[config.mk]
export PLATFORM = sky130hd
export DESIGN_NAME = mem_stage_dcache
export DESIGN_NICKNAME = d
export VERILOG_FILES = /design/src/rtl/dcache_pkg.sv /design/src/rtl/dcache_line_store.sv /design/src/rtl/mem_stage_dcache.sv
export SDC_FILE = /design/constraint.sdc
export NUM_CORES = 2
export LEC_CHECK = 0
export CAP_MARGIN = 15
export CORE_MARGIN = 8
export CORE_UTILIZATION = 38
export DETAILED_ROUTE_END_ITERATION = 12
export PLACE_DENSITY = 0.65
export SLEW_MARGIN = 25
export SYNTH_ARGS = -nofsm -noshare
export SYNTH_HDL_FRONTEND = slang
export SYNTH_SLANG_ARGS = --single-unit
[constraint.sdc]
create_clock -name clk -period 6.15 [get_ports clk]
set_clock_uncertainty 0.05 [all_clocks]
set_input_delay 1.5375 -clock clk [delete_from_list [all_inputs] [get_ports clk]]
set_output_delay 1.5375 -clock clk [all_outputs]
set_load 0.02 [all_outputs]
[src/rtl/dcache_pkg.sv]
// dcache_pkg: shared geometry, derived widths and FSM encoding for the MEM-stage data cache
package dcache_pkg;
  localparam int INDEX_BITS = 4;
  localparam int OFFSET_BITS = 2;
  localparam int TAG_BITS = 32 - INDEX_BITS - OFFSET_BITS - 2;
  localparam int WORDS = 1 << OFFSET_BITS;
  localparam int LINES = 1 << INDEX_BITS;
  localparam int INDEX_LSB = OFFSET_BITS + 2;
  localparam int TAG_LSB = INDEX_BITS + OFFSET_BITS + 2;
  localparam logic [OFFSET_BITS-1:0] LAST_WORD = OFFSET_BITS'(WORDS - 1);
  typedef enum logic [1:0] {IDLE, REFILL, WRITE, DONE} state_t;
endpackage

[src/rtl/dcache_line_store.sv]
// dcache_line_store: valid/tag/data arrays with one write port, async read, valid clear
module dcache_line_store
  import dcache_pkg::*;
(
  input  logic                   clk,
  input  logic                   rst_n,
  input  logic [INDEX_BITS-1:0]  rdIndex,
  input  logic [OFFSET_BITS-1:0] rdOffset,
  output logic                   rdValid,
  output logic [TAG_BITS-1:0]    rdTag,
  output logic [31:0]            rdWord,
  input  logic                   wrEn,
  input  logic [INDEX_BITS-1:0]  wrIndex,
  input  logic [OFFSET_BITS-1:0] wrOffset,
  input  logic [31:0]            wrData,
  input  logic                   tagEn,
  input  logic [TAG_BITS-1:0]    wrTag,
  input  logic                   invEn
);
  logic [LINES-1:0]    valid;
  logic [TAG_BITS-1:0] tags [LINES];
  logic [31:0]         words [LINES][WORDS];
  assign rdValid = valid[rdIndex];
  assign rdTag = tags[rdIndex];
  assign rdWord = words[rdIndex][rdOffset];
  always_ff @(posedge clk)
    if (!rst_n) valid <= '0;
    else if (tagEn) valid[wrIndex] <= 1'b1;
    else if (invEn) valid[wrIndex] <= 1'b0;
  // only valid bits are reset; tag and data contents are don't-care until revalidated
  always_ff @(posedge clk) begin
    if (wrEn) words[wrIndex][wrOffset] <= wrData;
    if (tagEn) tags[wrIndex] <= wrTag;
  end
endmodule

[src/rtl/mem_stage_dcache.sv]
// mem_stage_dcache: direct-mapped write-through no-allocate MEM-stage data cache controller
// Optional DCACHE_STATS_EN adds stat_hits/stat_misses counters.
module mem_stage_dcache
  import dcache_pkg::*;
(
  input  logic        clk,
  input  logic        rst_n,
  input  logic        MemRead,
  input  logic        MemWrite,
  input  logic [31:0] addr,
  input  logic [31:0] writeData,
  output logic [31:0] readData,
  output logic        hit,
  output logic        mem_req,
  output logic        mem_we,
  output logic [31:0] mem_addr,
  output logic [31:0] mem_wdata,
  input  logic [31:0] mem_rdata,
  input  logic        mem_ack
`ifdef DCACHE_STATS_EN
  ,
  output logic [31:0] stat_hits,
  output logic [31:0] stat_misses
`endif
);
  state_t state, nextState;
  logic [OFFSET_BITS-1:0] count;
  logic [29:0] reqWord;
  logic [31:0] reqData;
  logic lineValid, lineHit, readHit, storeHit, refillAck, lastAck, missStart, unusedBits;
  logic [TAG_BITS-1:0] lineTag;
  logic [31:0] lineWord;
  assign unusedBits = ^addr[1:0];
  assign lineHit = lineValid && lineTag == addr[31:TAG_LSB];
  assign readHit = state == IDLE && MemRead && !MemWrite && lineHit;
  assign storeHit = state == IDLE && MemWrite && lineHit;
  assign refillAck = state == REFILL && mem_ack;
  assign lastAck = refillAck && count == LAST_WORD;
  assign missStart = state == IDLE && nextState == REFILL;
  // refill writes come from the latched request; store hits come straight from the pipeline
  dcache_line_store store (
    .clk(clk),
    .rst_n(rst_n),
    .rdIndex(addr[INDEX_LSB +: INDEX_BITS]),
    .rdOffset(addr[2 +: OFFSET_BITS]),
    .rdValid(lineValid),
    .rdTag(lineTag),
    .rdWord(lineWord),
    .wrEn(refillAck || storeHit),
    .wrIndex(state == REFILL ? reqWord[OFFSET_BITS +: INDEX_BITS] : addr[INDEX_LSB +: INDEX_BITS]),
    .wrOffset(state == REFILL ? count : addr[2 +: OFFSET_BITS]),
    .wrData(state == REFILL ? mem_rdata : writeData),
    .tagEn(lastAck),
    .wrTag(reqWord[29 -: TAG_BITS]),
    .invEn(missStart)
  );
  always_ff @(posedge clk)
    state <= !rst_n ? IDLE : nextState;
  always_comb
    nextState = state == IDLE   ? (MemWrite ? WRITE : MemRead && !lineHit ? REFILL : IDLE) :
                state == REFILL ? (lastAck ? IDLE : REFILL) :
                state == WRITE  ? (mem_ack ? DONE : WRITE) : IDLE;
  always_ff @(posedge clk)
    if (!rst_n) begin
      count <= '0;
      reqWord <= '0;
      reqData <= '0;
    end else begin
      count <= refillAck ? count + 1'b1 : state == IDLE ? '0 : count;
      if (state == IDLE && (MemRead || MemWrite)) begin
        reqWord <= addr[31:2];
        reqData <= writeData;
      end
    end
  always_comb begin
    hit = state == IDLE ? (!MemRead && !MemWrite) || readHit : state == DONE;
    readData = readHit ? lineWord : '0;
    mem_req = state == REFILL || state == WRITE;
    mem_we = state == WRITE;
    mem_addr = state == REFILL ? {reqWord[29:OFFSET_BITS], count, 2'b00} :
               state == WRITE  ? {reqWord, 2'b00} : '0;
    mem_wdata = state == WRITE ? reqData : '0;
  end
`ifdef DCACHE_STATS_EN
  always_ff @(posedge clk)
    if (!rst_n) begin
      stat_hits <= '0;
      stat_misses <= '0;
    end else begin
      stat_hits <= stat_hits + 32'(readHit);
      stat_misses <= stat_misses + 32'(missStart);
    end
`endif
endmodule
== Word level (Yosys, flattened, before mapping) ==
Memory sizes are Yosys's and may differ from the RTL's.
Index checks and enable logic that the tools add are counted.

* Multiplexer cells: 32
* Equality and inequality tests: 6
* Add/sub/neg operators: 1
* Bitwise logic cells: 5
* $lt $le $gt $ge: 6
* Reduce and logical (&&, ||, !) cells: 24

{| class="wikitable"
|+ Operators with widths
! kind !! count
|-
| $mux W32 || 8
|-
| $mux W128 || 1
|-
| $bmux W32 S2 || 1
|-
| $demux W32 S2 || 1
|-
| $mux W16 || 2
|-
| $eq A24 B24 Y1 || 1
|-
| $and A16 B16 Y16 || 1
|-
| $not A16 Y16 || 1
|-
| $or A16 B16 Y16 || 1
|-
| $logic_and A1 B1 Y1 || 14
|-
| $mux W2 || 7
|-
| $lt A4 B5 Y1 const B || 2
|-
| $mux W1 || 9
|-
| $eq A2 B2 Y1 const B || 3
|-
| $ge A3 B3 Y1 const B || 2
|-
| $not A2 Y3 || 2
|-
| $bmux W1 S4 || 1
|-
| $demux W1 S4 || 1
|-
| $eq A2 B1 Y1 const B || 2
|-
| $ge A4 B1 Y1 const B || 1
|-
| $logic_or A1 B1 Y1 || 4
|-
| $mux W4 || 1
|-
| $reduce_bool A2 Y1 || 2
|-
| $logic_not A1 Y1 || 3
|-
| other kinds (3) || 3
|}

* Memories: 2
* Bits of input ports: 101
* Output and inout port bits: 99
* RAM bits: 2432
* Bits in registers: 82

{| class="wikitable"
|+ Memories
! memory !! words !! bits a word !! rd ports !! clocked after memory_dff !! write ports !! RTL line !! RTL
|-
| store.words || 16 || 128 || 1 || 0 || 1 || dcache_line_store.sv:22 || <nowiki>logic [31:0] words [LINES][WORDS];</nowiki>
|-
| store.tags || 16 || 24 || 1 || 0 || 1 || dcache_line_store.sv:21 || <nowiki>logic [TAG_BITS-1:0] tags [LINES];</nowiki>
|}

== Logic depth before layout (Yosys ltp) ==
* Depth after elaboration: 12
* Depth in mapped cells: 15
* Depth with buffers taken out: 9

== Modules after synthesis ==
A second synthesis with hierarchy kept.

* Cell total of the unflattened synthesis: 4394
* Area, all modules: 97738.7 sq um

{| class="wikitable"
|+ By module, submodules not included
! module !! cells an instance !! sequential area each (sq um) !! area each (sq um) !! instances
|-
| dcache_line_store || 3878 || 73350.3 || 93616.0 || 1
|-
| mem_stage_dcache || 516 || 1321.3 || 4122.7 || 1
|}

== Worst setup path before layout ==
No wires, ideal clock.

* Kind: input port to output port
* Start point: input port addr[5]
* End point: output port readData[0]
* Stages: 12
* Data arrival time: 4.789 ns
* Slack: -0.227 ns
* Cells stage by stage: buf_6 buf_12 buf_6 buf_4 buf_2 clkbuf_1 buf_1 clkbuf_1 mux4_2 mux4_2 mux4_2 and3_1

* Word-level cells in the longest chain between the ends: 5
* Elaborated cells on any way between the ends: 11

{| class="wikitable"
|+ Ends and longest elaborated chain
! element !! RTL line !! RTL
|-
| start, declared || mem_stage_dcache.sv:10 || <nowiki>input logic [31:0] addr,</nowiki>
|-
| $mem_v2 Z16 W24 (tied with other cells) || n/a ||
|-
| $eq A24 B24 Y1 (tied with other cells) || mem_stage_dcache.sv:34 || <nowiki>assign lineHit = lineValid && lineTag == addr[31:TAG_LSB];</nowiki>
|-
| $logic_and A1 B1 Y1 / $mux W32 (equally long branches) || mem_stage_dcache.sv:34, dcache_line_store.sv:25 ||
|-
| $logic_and A1 B1 Y1 / $mux W32 (equally long branches) || mem_stage_dcache.sv:35, dcache_line_store.sv:25 ||
|-
| $mux W32 * || mem_stage_dcache.sv:77 || <nowiki>readData = readHit ? lineWord : '0;</nowiki>
|-
| end, declared || mem_stage_dcache.sv:12 || <nowiki>output logic [31:0] readData,</nowiki>
|}

Mark *: on every way between the ends. The rest lies on a longest branch, timed or not. The select of a mux whose other input is x is not followed.

== Worst setup path after layout ==
* Start point: input port addr[5]
* End point: output port readData[25]

Same word-level chain as after synthesis.

==> impl_metrics.json <==
{
  "clock.fmax_ghz": 0.149,
  "worst_setup_path_start_kind": "primary input",
  "setup_viol": 33,
  "dp_cells": 8095,
  "leakage_nw": 36.9,
  "gp_congestion": 0.842,
  "port-buffer-count": 195,
  "antenna_found_initial": 22,
  "ant_nets": 0,
  "worst_pin_slew_ps": 972,
  "yosys_warnings": 0,
  "hold_viol": 0,
  "vias": 47133,
  "synth_edf_count": 2432,
  "clockRootBuffer": "clkbuf_16",
  "drtIter0Drc": 5312,
  "reg2reg_slack_ps": 1330,
  "viasPerCell": 5.51,
  "cp-startpoint": "addr[5]",
  "die_area_sq_um": 273000,
  "p_per_area_nw_per_um2": 306,
  "hpwl_mm": 150,
  "ctsLongestPathBuffers": 3,
  "grt_max_degree": 80,
  "hold_start": "reqData[27]$_SDFFE_PN0P_",
  "cp-end-kind": "output port",
  "grt_pass1_wl_mm": 346,
  "timing.max_cap.violations": 0,
  "r2r_cells": 14,
  "p_total_mw": 35.8,
  "cp.arrival_ps": 5110,
  "tritoncts.num_buffers": 240,
  "violations": "negative setup slack",
  "post_drt_wl_per_cell_microns": 28.1,
  "grt_pass1_vias": 48432,
  "setup_tns_ps": -15820,
  "hp-class": "register to register",
  "peakVddDrop_mv": 0.252,
  "status": "finished with violations",
  "rows": 186,
  "fin_nets": 5067,
  "hold_depth": 2,
  "first_pass_iters": 5,
  "cts_tree": "done",
  "clkLatencyLatePin_ps": 870,
  "dp_slack_ps": -912,
  "grt_usage": 0.173,
  "htreeDepth": 4,
  "grt_overflow": 0,
  "area_growth_pct": 19.6,
  "start_util": 0.381,
  "required_ps": 4560,
  "drc": 0,
  "cts_hold_buf": 0,
  "pin_count": 200,
  "slew_violations": 0,
  "fillCellCount": 20902,
  "layout_setup_ws_ps": -546,
  "netlist-cell-type-count": 77,
  "layout-drive-gt1-share": 0.344,
  "path_max_fanout": 7,
  "clock_sinks": 2514,
  "synthFlopType": "edfxtp_1",
  "seq_area_sq_um": 74700,
  "syn_inst": 4317,
  "core_area_sq_um": 256000,
  "final-instance-count-excl-fill": 8561,
  "avgSynthCellArea_sq_um": 22.6,
  "worstHoldEndpoint": "reqData[27]$_SDFFE_PN0P_",
  "min_period_over_period": 1.09,
  "worstReg2RegStart": "store.tags[5][14]$_DFFE_PP_",
  "rsz0062_at_grt": "yes",
  "synth-seq-area-share": 0.765,
  "final_util": 0.456,
  "r2r_end": "store.words[7][62]$_DFFE_PP_",
  "dieHeight_microns": 523,
  "wl_mm": 241,
  "min_period_ps": 6700,
  "synth-seq-cells": 2514,
  "synthArstFlopShare": 0,
  "multi_input_comb_area_sq_um": 22700,
  "critPathKind": "primary input to output port",
  "clkTransAtPathRegs_ps": 60,
  "slew_headroom": 0.352,
  "syn-cell-area_sq_um": 97600,
  "die_w_microns": 523
}
kinds of logic after synthesis:
| group | Yosys count | synth area share |
|---|---|---|
| flops | 2514 | 0.765 |
| mux | 877 | 0.184 |
| simple gates | 420 | 0.0205 |
| buf+inv | 271 | 0.0122 |
| compound gates | 211 | 0.0163 |
| xor+xnor | 18 | 0.00161 |
| fa+ha+maj | 5 | 0.000641 |
| other cells | 1 | 0.0000384 |
cells in the final DEF, fill, tap and decap left out, types with 32 or more instances in the layout:
cell	netlist	final
edfxtp_1	2432	2432
mux4_2	723	725
buf_4	18	311
clkbuf_16	0	246
nand2_1	165	164
clkdlybuf4s50_1	0	155
buf_12	1	141
mux2i_1	96	94
nor2_4	0	82
dfxtp_1	82	82
a21boi_0	64	64
clkbuf_1	154	51
clkinv_2	0	48
clkinv_1	1	48
mux2_2	54	46
nor2b_1	35	35
and2_1	35	34
o21ai_0	34	32
synthesized netlist by cell type (3+ instances only):
library cell | number | area (sq um)
a21o_1 | 3 | 22.5
inv_1 | 28 | 105
nand3b_1 | 7 | 52.6
and3_1 | 35 | 219
buf_4 | 18 | 135
xnor2_1 | 10 | 87.6
mux4_2 | 723 | 16300
nor3_1 | 12 | 60.1
a21oi_1 | 5 | 25.0
nor2b_1 | 35 | 219
nor2_1 | 98 | 368
mux2_2 | 54 | 608
mux2i_1 | 96 | 961
and2_1 | 35 | 219
o21ai_0 | 34 | 170
o221ai_1 | 4 | 35.0
a21boi_0 | 64 | 480
a221oi_2 | 5 | 75.1
a22oi_1 | 8 | 60.1
a41oi_1 | 17 | 149
buf_1 | 36 | 135
o31ai_1 | 4 | 30.0
a221oi_1 | 3 | 26.3
nand2b_1 | 7 | 43.8
or2_2 | 3 | 18.8
o22ai_1 | 30 | 188
a21oi_4 | 3 | 48.8
edfxtp_1 | 2432 | 73000
clkbuf_2 | 3 | 15.0
a22o_1 | 6 | 52.6
nand3_1 | 7 | 35.0
buf_6 | 8 | 90.1
buf_2 | 22 | 110
xor2_1 | 8 | 70.1
mux4_1 | 4 | 105
nand2_1 | 165 | 619
ha_1 | 5 | 62.6
clkbuf_1 | 154 | 578
dfxtp_1 | 82 | 1640
registers in the layout, indices dropped and copies added, names as in the netlist, named ones only:
name	count
state	2
store.words	2048
reqWord	30
count	2
store.tags	384
reqData	32
critical path, stage by stage:
cell and delay [ps]:
buf_16 110, buf_12 110, mux4_2 490, a22o_1 260, a221oi_2 220, xor2_1 230, nand3_2 180, or4_4 570
nor4_4 600, buf_12 240, buf_16 180, and3_4 250, buf_6 130
final cells by class:
class / instances / area share
timing repair buffer: 643 / 0.0614
multi-input combinational: 1533 / 0.195
tap: 3384 / 0.0362
clock inverter: 151 / 0.0127
antenna: 8 / 0.000171
sequential: 2514 / 0.639
clock buffer: 299 / 0.0546
inverter: 29 / 0.000996
power breakdown:
part           switching (mW)  total, mW  leakage [nW]  internal [mW]
logic                    1.28       2.16          10.6          0.881
registers              0.0885       19.1          22.5           19.0
clock network            6.36       14.6          3.80           8.21
total                    7.73       35.8          36.9           28.1
how the worst max path moves through the flow:
| stage | end | slack (ps) | cells past startpoint |
|---|---|---|---|
| finish | readData[25] | -550 | 13 |
| global placement | readData[28] | -880 | 13 |
| global route | readData[25] | -620 | 13 |
| detailed placement | readData[22] | -910 | 12 |
| floorplan | readData[0] | -50 | 10 |
| CTS | readData[1] | -570 | 14 |
metrics by stage:
step / hold WS (ps) / area, sq um
global route: 428 / 117000
floorplan: 389 / 97800
global placement: 396 / 108000
CTS: 411 / 117000
finish: 413 / 117000
detailed placement: 403 / 108000
per-layer routing:
metal	track usage	wire, microns
met3	0.0356	19000
met2	0.295	121000
met1	0.231	96500
met5	0	0
met4	0.0360	4420
what timing repair did:
action / CTS / global route
buffers inserted: 12 / 0
pin swaps: 18 / 15
gates cloned: 3 / 0
endpoints found under the setup margin: 33 / 33
resized for setup: 101 / 31
endpoints found under the hold margin: 0 / 0
Note: power is estimated with default switching activity, not from simulation.
